[src/rtl/sa_pkg.sv]
// Shared widths and FSM state type for the systolic-array result reader.
// Row indices are always carried at IDX_W bits regardless of NUM_ROWS.
package sa_pkg;

   localparam int DW    = 16;
   localparam int LANES = 16;
   localparam int IDX_W = 5;

   typedef enum logic [2:0] {
      IDLE,
      REQ,
      WAIT,
      SEND,
      FIN
   } state_t;

endpackage

[src/rtl/sa_result_reader.sv]
// Drains NUM_ROWS rows from the array result buffer and serializes each
// row lane by lane onto a valid/ready stream, pulsing done at the end.
module sa_result_reader
   import sa_pkg::*;
#(
   parameter int NUM_ROWS = 8,
   parameter int LANES    = sa_pkg::LANES,
   parameter int DW       = sa_pkg::DW
) (
   input  logic                    clk,
   input  logic                    rst_n,
   input  logic                    en,
   input  logic                    start,
   output logic                    rd_en,
   output logic [IDX_W-1:0]        rd_idx,
   input  logic [LANES*DW-1:0]     rd_data,
   output logic [DW-1:0]           dout,
   output logic                    dout_valid,
   input  logic                    dout_ready,
   output logic                    dout_last,
   output logic                    busy,
   output logic                    done
);

   localparam int LW = (LANES > 1) ? $clog2(LANES) : 1;
   localparam logic [LW-1:0]    LANE_MAX = LW'(LANES - 1);
   localparam logic [IDX_W-1:0] ROW_MAX  = IDX_W'(NUM_ROWS - 1);

   state_t           state, state_n;
   logic [IDX_W-1:0] row, row_n;
   logic [LW-1:0]    lane, lane_n;
   logic [DW-1:0]    row_buf [LANES];
   logic             cap;
   logic             done_q;

   always_comb begin
      state_n = state;
      row_n   = row;
      lane_n  = lane;
      cap     = 1'b0;
      unique case (state)
         IDLE: begin
            if (start) begin
               state_n = REQ;
               row_n   = '0;
            end
         end
         REQ: state_n = WAIT;
         WAIT: begin
            cap     = 1'b1;
            lane_n  = '0;
            state_n = SEND;
         end
         SEND: begin
            if (dout_ready) begin
               // the last lane holds its count; only WAIT clears it
               if (lane == LANE_MAX) begin
                  if (row == ROW_MAX) begin
                     state_n = FIN;
                  end else begin
                     row_n   = row + 1'b1;
                     state_n = REQ;
                  end
               end else begin
                  lane_n = lane + 1'b1;
               end
            end
         end
         FIN: state_n = IDLE;
         default: state_n = IDLE;
      endcase
   end

   always_ff @(posedge clk or negedge rst_n) begin
      if (!rst_n) begin
         state  <= IDLE;
         row    <= '0;
         lane   <= '0;
         done_q <= 1'b0;
         for (int k = 0; k < LANES; k++) begin
            row_buf[k] <= '0;
         end
      end else if (en) begin
         state  <= state_n;
         row    <= row_n;
         lane   <= lane_n;
         done_q <= (state == FIN);
         if (cap) begin
            for (int k = 0; k < LANES; k++) begin
               row_buf[k] <= rd_data[k*DW +: DW];
            end
         end
      end
   end

   assign rd_en      = (state == REQ);
   assign rd_idx     = row;
   assign dout       = row_buf[lane];
   assign dout_valid = (state == SEND);
   assign dout_last  = dout_valid && (row == ROW_MAX) && (lane == LANE_MAX);
   assign busy       = (state != IDLE);
   assign done       = done_q;

endmodule
[config.mk]
export PLATFORM = sky130hd
export DESIGN_NAME = sa_result_reader
export DESIGN_NICKNAME = d
export VERILOG_FILES = /design/src/rtl/sa_pkg.sv /design/src/rtl/sa_result_reader.sv
export SDC_FILE = /design/constraint.sdc
export NUM_CORES = 1
export LEC_CHECK = 0
export CORE_AREA = 3 3 191 137
export CTS_CLUSTER_DIAMETER = 80
export DETAILED_ROUTE_END_ITERATION = 10
export DIE_AREA = 0 0 194 140
export GPL_TIMING_DRIVEN = 1
export PLACE_DENSITY = 0.8
export SLEW_MARGIN = 25
export SYNTH_ARGS = -nofsm -noshare
export SYNTH_HDL_FRONTEND = slang
export SYNTH_SLANG_ARGS = --single-unit
[constraint.sdc]
create_clock -name clk -period 2.92 [get_ports clk]
set_clock_uncertainty 0.15 [all_clocks]
set_input_delay 0.73 -clock clk [delete_from_list [all_inputs] [get_ports clk]]
set_output_delay 0.73 -clock clk [all_outputs]
set_load 0.01 [all_outputs]
After elaboration in Yosys (flattened, before gate mapping)
Index checks and enable logic that the tools add are counted.
{ "totals": {"regBits": 269, "latch_bits": 0, "ram_bits": 0, "mem_bits_ro": 0, "inputBits": 261, "output_inout_bits": 26, "mem_count": 0} }
{ "op_classes": {"n_addsub": 2, "multipliers": 0, "div_mod_pow": 0, "n_lt_le_gt_ge": 1, "n_eq_ne": 11, "shifts": 0, "muxes": 17, "n_bitwise": 1, "n_reduce_logical": 10} }
{ "op_table": {"columns": ["operator", "n"], "rows": [
  ["$bmux 16 s4", 1],
  ["$mux 16", 2],
  ["$mux 5", 4],
  ["$mux 3", 4],
  ["$pmux 3 s4", 1],
  ["$pmux 5 s2", 1],
  ["$mux 4", 2],
  ["$pmux 4 s2", 1],
  ["$reduce_and 4->1", 2],
  ["$eq 3x2->1 const B", 2],
  ["$ne 2x2->1 const B", 3],
  ["$reduce_and 6->1", 1],
  ["$add 5x1->5 const B", 1],
  ["$eq 5x3->1 const B", 1],
  ["$ge 5x5->1 const B", 1],
  ["$not 4->5", 1],
  ["$add 4x1->4 const B", 1],
  ["$eq 4x4->1 const B", 1],
  ["$ne 2x1->1 const B", 2],
  ["$reduce_bool 2->1", 2],
  ["$eq 3x1->1 const B", 1],
  ["$eq 3x3->1 const B", 1],
  ["$logic_not 3->1", 1],
  ["$reduce_bool 3->1", 1],
  ["other kinds (3)", 4]
]} }

Longest topological paths before layout
Gate-level depths: netlist of the first run.
{ "depth": {"depth_word": 5, "mapped_depth": 6, "ltp_nobuf": 5} }

Worst setup path after synthesis of the first run
OpenSTA, ideal clock, no wires.
{ "synth_path": {"kind": "register to output", "from": "register lane[0]", "to": "output port dout[10]", "t_arrival_ns": 1.541, "required_time_ns": 2.040, "slack_ns": 0.499, "path_stages_with_launch": 6, "path_buffers": 2, "path_cell_list": "dfrtp_1 buf_6 buf_2 mux4_2 a22oi_1 nand2_1"} }
{ "synth_between": {"elab_chain_len": 4} }
{ "synth_lines": {"columns": ["item", "line", "text"], "rows": [
  ["start: declaration", "sa_result_reader.sv:31", "logic [LW-1:0] lane, lane_n;"],
  ["start signal: assignment", "sa_result_reader.sv:86", "lane <= lane_n;"],
  ["$not 4->5 (implied by the code)", "sa_result_reader.sv:98", "assign dout = row_buf[lane];"],
  ["$bmux 16 s4", "sa_result_reader.sv:98", null],
  ["$mux 16 (implied by the code) (2 in series)", "sa_result_reader.sv:98", null],
  ["end: declaration", "sa_result_reader.sv:17", "output logic [DW-1:0] dout,"]
]} }
No other way between the ends. The select of a mux whose other input is x is not followed.

Final worst setup path of the first run
{ "layout_path": {"from": "register lane[0]", "to": "output port dout[5]"} }
Same word-level chain as after synthesis.

==> implementation parameters, run 1 <==
Parameter                              Value

Status
  Result of the run    finished, violations left
  Violated checks    setup timing

Placement
  Port Buf Inserts    286
  Last weighted congestion value of the routability-driven placer    0.8185
  Final HPWL from detailed placement    25,500 um
  Number of placed instances, taps included    1,359

Power and ir drop
  P_sw    5752 uW
  Power Dens Cells    1074 nW/um2
  Static leakage power    0.006859 uW
  Switching Share    0.3138
  Maximum vdd ir drop    504.7 uV
  PnR Total Power    18,330 uW
  Clock network fraction of total power    0.195
  P_int    12,580 uW
  Sequential group share of total power    0.368
  Power share of the combinational group    0.437

STA
  Unrepaired setup endpoints after global routing    yes
  Relative max-transition margin    0.4040
  Final setup vio count    16
  Actual slew at the worst max-slew pin    0.8941 ns
  Max-slew violation count    0
  Final worst hold slack    0.3376 ns
  Maximum frequency from static timing analysis    300.1 MHz
  Final worst slack    -0.4126 ns
  Final min period    3.333 ns
  Period utilization    1.141
  Number of hold violations in the final report    0

CTS
  Clock tree from TritonCTS    yes
  Buffer cell driving the clock tree root    clkbuf_16
  Sink Count    269
  Number of buffers added by the clock tree synthesis step    27
  Latest clock arrival within the worst-skew pair    0.53 ns
  CTS clock-pin slew for the worst setup and hold paths    0.06 ns
  Clock buffer depth    3
  Deepest level of the CTS H-tree    1

Setup path
  Kind of critical path    reg2out
  Cell-by-cell listing of the critical path    buf_6 > buf_12 > buf_16 > buf_4 > mux4_2 > a22oi_2 > nand2_2 > buf_6
  Sort of element at the end of the critical path    primary output
  Max stage delay on crit path    0.49 ns
  Arrival @ worst endpoint    2.45 ns
  Required time at the worst-slack endpoint    2.04 ns
  Cell with the most instances on the worst path    buf_6
  Worst-path fanout max    6
  RR Startpoint    lane[0]$_DFFE_PN0P_
  CP Launch Point    lane[0]$_DFFE_PN0P_
  Slowest library cell on the worst path    dfrtp_4
  Setup slack, reg-to-reg    0.53 ns
  Worst Setup Start Kind    flip-flop

Synthesis
  Portion of synthesized cell area occupied by the leading cell type    0.5506
  Total standard cell area after synthesis    12,230 um2
  Synth Instances    757
  Synthesized area divided by synthesized cell count    16.15 um2
  Cell type contributing the most total cell area after synthesis    dfrtp_1
  Number of distinct standard cells referenced by the synthesized netlist    49
  Dominant cells by area after synthesis    dfrtp_1 (55%), mux2_2 (21%), mux4_2 (8.8%), mux4_1 (3.0%), mux2_1 (2.3%)
  Proportion of register bits with asynchronous set or reset after synthesis    1.000
  Number of enable flip-flop cells after synthesis    0
  Main synth FF type    dfrtp_1
  Synthesis-stage register bit count    269
  Count of synthesis-stage warnings from yosys    0
  Fraction of the yosys area taken by sequential cells    0.5506
  Synthesized netlist net count    1,020

Die
  I/O Pins    287
  Die area    27,160 um2
  Initial core utilization    0.4989
  Core area    24,500 um2
  Die width    194 um
  Die height    140 um
  Rows    48

Route
  Average detailed-routed wire length per instance    24.42 um
  Via count    8,141
  First-pass DRT Iterations    5
  Number of DRC markers after the initial detailed-route iteration    541
  Overall routed net length    34,950 um
  Post-route antenna net violation count    0
  DR DRC count    0
  Via/cell ratio    5.689

GRT
  Sum of overflow across all layers after global routing    0
  Initial antenna violation count    2
  Overall routing resource usage    0.2541
  Vias in the first global route    8,720
  Wire length of the first global-routing pass    52,970 um
  Largest net degree at the start of global routing    68

Hold path
  Start point of the worst hold path    row_buf[79]$_DFFE_PN0P_
  Hold Path Class    reg2reg

Final layout
  Fraction of final layout cells sized beyond drive strength 1    0.4090
  Fillers    1,658
  Area growth, synth to finish    39.59%
  Finished Layout Cells    1,431
  Utilization after layout    0.6964
  Number of nets in the layout    1,348

Flow run
  Number of max-cap violations    0
[synth_stat cells, types with 3 or more instances]
cell / number
buf_4: 26
a22oi_1: 33
buf_1: 4
clkbuf_1: 9
o21ai_0: 6
a21oi_1: 5
mux4_1: 14
nand3_1: 3
dfrtp_1: 269
buf_2: 9
mux4_2: 48
buf_6: 5
inv_1: 3
mux2_1: 25
mux2_2: 232
nand2_1: 21
nor2_1: 5
[final cells by class]
class | count | area, um2 | share of cell area
timing repair buffer | 353 | 3746 | 0.2195
clock buffer | 42 | 802.0 | 0.04700
tap | 325 | 406.6 | 0.02383
sequential | 269 | 6739 | 0.3949
antenna | 1 | 2.502 | 0.0001466
inverter | 3 | 15.01 | 0.0008798
multi-input combinational | 431 | 5240 | 0.3071
clock inverter | 7 | 113.9 | 0.006672
[per-stage QoR]
| stage | worst slack [ns] | instance area [um2] | TNS, ns |
|---|---|---|---|
| floorplan | 0.4987 | 12230 | 0 |
| global placement | -0.1563 | 15740 | -1.500 |
| detailed placement | -0.1734 | 15740 | -1.778 |
| CTS | -0.4034 | 17080 | -5.477 |
| global route | -0.4509 | 17070 | -6.172 |
| finish | -0.4126 | 17070 | -5.049 |
[logic make-up after synthesis]
group                    synth area share
AO/OA/AOI/OAI                     0.03531
buffers and inverters             0.03039
flip-flops                         0.5506
adder cells (fa/ha/maj)          0.002047
AND/OR/NAND/NOR                   0.02231
multiplexers                       0.3593
[metal layers]
layer | part of all wire | vias to the layer above | global-route usage
met3 | 0.068 | 47 | 0.05170
met4 | 0.021 | 2 | 0.05778
met1 | 0.46 | 4221 | 0.3877
met5 | 0.00037 | - | 0
li1 | - | 3533 | -
met2 | 0.45 | 338 | 0.3812
[timing repair]
item	CTS	global route
cloned	6	0
buffers inserted	16	1
pin swaps	17	8
hold buffers	1	0
endpoints found under the hold margin	1	0
gates resized for setup	119	7
setup endpoints to repair	17	18
[worst paths after layout]
path / end / depth (start not counted)
max: dout[5] / 8
min: row_buf[79]$_DFFE_PN0P_ / 1
max reg2reg: rd_idx[0]$_DFFE_PN0P_ / 8
min reg2reg: row_buf[79]$_DFFE_PN0P_ / 1
max in group asynchronous: row_buf[185]$_DFFE_PN0P_ / 3
min in group asynchronous: row_buf[214]$_DFFE_PN0P_ / 2
[critical path, delay by kind of cell, from the launching register on]
kind | cells | cell delay [ns]
AOI/OAI and AO/OA | 1 | 0.16
buffers and inverters | 5 | 0.69
DFF | 1 | 0.49
muxes | 1 | 0.49
and+or+nand+nor | 1 | 0.09
[state kept, by name, indices dropped and copies added (netlist names)]
register / count
done: 1
row_buf: 256
rd_idx: 5
lane: 4
state: 3
[layout by cell type, fill, tap and decap left out, types with 3 or more instances in the layout]
master	synthesis	routed
buf_16	0	4
dfrtp_1	269	267
buf_4	26	31
a22oi_2	0	19
mux4_2	48	56
nor2_1	5	4
buf_12	0	25
buf_6	5	12
clkbuf_1	9	8
mux2_2	232	232
a21oi_1	5	5
o21ai_0	6	6
clkbuf_16	0	27
nand2_1	21	16
mux2_1	25	25
mux4_1	14	6
buf_2	9	10
clkbuf_8	0	7
nand2_2	0	3
clkinv_2	0	3
a22oi_1	33	14
clkdlybuf4s50_1	0	268
bufinv_16	0	3
[power by group through the flow]
stage | Combinational [uW] | Clock [uW] | Sequential [uW]
after detailed placement | 7400 | 0 | 6760
after global placement | 7190 | 0 | 6700
final | 8010 | 3580 | 6740
after global routing | 8510 | 3780 | 6930
after CTS | 8060 | 3630 | 6720
after floorplan | 5000 | 0 | 6260
No activity file was read; power rests on OpenSTA's default activity.
==> inputs of run 2 (changes only) <==
Settings changed: CORE_AREA 3 3 191 137 to 3 3 202 144, DIE_AREA 0 0 194 140 to 0 0 205 147, PLACE_DENSITY 0.8 to 0.75.
Clock period 2.92 ns to 2.7 ns, I/O delays scaled along.
==> implementation parameters, run 2 (synthesis results as in run 1) <==
Parameter                              Value

Status
  Result of the run    finished, violations left
  Violated checks    setup timing

Final layout
  Combined area of the multi-input logic cells    5251 um2 (+0.21%)
  Max reg flops    256 (unchanged)
  Commonest cells after routing, fill and taps aside    dfrtp_1 (267), clkdlybuf4s50_1 (265), mux2_2 (232), mux4_2 (57), buf_4 (48)
  Biggest register    row_buf
  Fraction of final layout cells sized beyond drive strength 1    0.4282 (+0.01914)
  Number of nets in the layout    1,372 (+1.8%)
  Design area    17,370 um2 (+1.8%)
  Leading cell type in the layout, fill and taps excluded    dfrtp_1
  Fillers    1,983 (+20%)
  Area growth, synth to finish    42.11%
  FF/Latch Area    6739 um2 (unchanged)

Die
  Rows    50 (+4.2%)
  Die height    147 um (+5.0%)
  Die width    205 um (+5.7%)
  Die area    30,140 um2 (+11%)
  I/O Pins    287 (unchanged)
  Initial core utilization    0.4524 (-0.04657)
  Core area    27,030 um2 (+10%)

STA
  Maximum frequency from static timing analysis    308.2 MHz
  Unrepaired setup endpoints after global routing    yes
  Period utilization    1.202
  Final worst slack    -0.5447 ns (-0.1321 ns)
  Actual slew at the worst max-slew pin    0.6319 ns (-0.2622 ns)
  Final setup vio count    17 (+1)
  Final worst hold slack    0.3401 ns (+0.002539 ns)
  Final min period    3.245 ns
  Max-slew violation count    0 (unchanged)
  Relative max-transition margin    0.5787 (+0.1748)
  Number of hold violations in the final report    0 (unchanged)

Setup path
  Sort of element at the end of the critical path    primary output
  Slowest library cell on the worst path    mux4_4
  Crit path buffers/inverters    3 (-2)
  Required time at the worst-slack endpoint    1.88 ns (-0.16 ns)
  Kind of critical path    reg2out
  Arrival @ worst endpoint    2.42 ns (-0.03 ns)
  Worst Setup Start Kind    flip-flop
  Family with the most delay on the worst path    multiplexers
  Cell-by-cell listing of the critical path    buf_12 > buf_16 > mux4_4 > a22oi_2 > nand2_1 > buf_2
  Worst-path fanout max    5 (-1)
  Max stage delay on crit path    0.68 ns (+0.19 ns)

GRT
  Initial antenna violation count    1 (-1)
  Overall routing resource usage    0.2328 (-0.02133)
  Vias in the first global route    8,682 (-0.44%)
  Sum of overflow across all layers after global routing    0 (unchanged)
  Largest net degree at the start of global routing    63 (-7.4%)
  Wire length of the first global-routing pass    53,130 um (+0.30%)

CTS
  Clock buffer depth    3 (unchanged)
  Sink Count    269 (unchanged)
  Latest clock arrival within the worst-skew pair    0.52 ns (about the same)
  Clock tree from TritonCTS    yes
  Number of buffers added by the clock tree synthesis step    27 (unchanged)
  Deepest level of the CTS H-tree    1 (unchanged)
  CTS clock-pin slew for the worst setup and hold paths    0.06 ns (about the same)
  Buffer cell driving the clock tree root    clkbuf_16

Route
  Post-route antenna net violation count    0 (unchanged)
  Average detailed-routed wire length per instance    23.67 um (-3.1%)
  Via count    8,240 (+1.2%)
  Via/cell ratio    5.519 (-3.0%)
  Number of DRC markers after the initial detailed-route iteration    493 (-8.9%)
  First-pass DRT Iterations    5 (unchanged)
  Overall routed net length    35,340 um (+1.1%)
  DR DRC count    0 (unchanged)

Placement
  Final HPWL from detailed placement    26,430 um (+3.6%)
  Dpl cell area    16,020 um2 (+1.8%)
  Port Buf Inserts    286 (unchanged)
  Last weighted congestion value of the routability-driven placer    0.8800 (+7.5%)
  Placement-stage worst setup slack    -0.4099 ns (-0.2365 ns)

Power and ir drop
  Static leakage power    0.007019 uW (+2.3%)
  Power Dens Cells    1170 nW/um2 (+9.0%)
  Maximum vdd ir drop    402.0 uV (-20%)

Hold path
  Hold Path Class    reg2reg

Flow run
  Number of max-cap violations    0 (unchanged)
[run 2: area by class of cell]
cell class | count | share of cell area
clock inverter | 14 | 0.01390
tap | 364 | 0.02621
timing repair buffer | 377 | 0.2274
sequential | 269 | 0.3879
clock buffer | 34 | 0.04155
multi-input combinational | 431 | 0.3022
antenna | 1 | 0.0001440
inverter | 3 | 0.0006481
[run 2: timing repair]
item / CTS / global route
hold buffers: 1 / 0
endpoints found under the hold margin: 46 / 0
pin swaps: 23 / 4
setup endpoints to repair: 19 / 18
setup buffers: 12 / 3
resized for setup: 127 / 16
gates cloned: 4 / 0
[run 2: final timing paths]
check                                         from                       end  slack, ns  cells past startpoint
setup / recovery               lane[0]$_DFFE_PN0P_                   dout[1]      -0.54                      6
hold / removal             row_buf[79]$_DFFE_PN0P_   row_buf[79]$_DFFE_PN0P_       0.34                      1
setup reg to reg               lane[0]$_DFFE_PN0P_     rd_idx[2]$_DFFE_PN0P_       0.15                     11
hold reg to reg            row_buf[79]$_DFFE_PN0P_   row_buf[79]$_DFFE_PN0P_       0.34                      1
max in group asynchronous                    rst_n  row_buf[212]$_DFFE_PN0P_       1.20                      3
min in group asynchronous                    rst_n  row_buf[231]$_DFFE_PN0P_       0.51                      2
[run 2: power breakdown]
group	internal, uW	switching (uW)
logic	5360	3570
registers	6100	1230
clock network	2480	1600
total	13900	6400
[run 2: per-layer routing]
metal | global-route usage | vias to the layer above | part of all wire
li1 | - | 3575 | -
met1 | 0.3551 | 4289 | 0.47
met2 | 0.3341 | 321 | 0.43
met3 | 0.06290 | 55 | 0.081
met4 | 0.05224 | 0 | 0.024
met5 | 0 | - | 0
[run 2: worst register-to-register path: stages, from the launching register on]
cell and delay, ns:
dfrtp_4 0.53, buf_4 0.16, buf_8 0.13, buf_6 0.12, buf_4 0.14, ha_4 0.17
buf_4 0.14, and4_1 0.27, a22oi_2 0.24, buf_4 0.18, nor2_1 0.05, o21ba_2 0.18
[run 2: stage by stage]
step | total power, uW | setup TNS, ns | cells | utilization
5_1_grt | 21360 | -9.619 | 1493 | 0.6429
2_1_floorplan | 12180 | 0 | 757 | -
6_report | 20340 | -8.358 | 1493 | 0.6429
3_3_place_gp | 15470 | -4.663 | 1426 | 0.5929
3_5_place_dp | 15670 | -5.164 | 1426 | 0.5929
4_1_cts | 20330 | -8.598 | 1490 | 0.6395
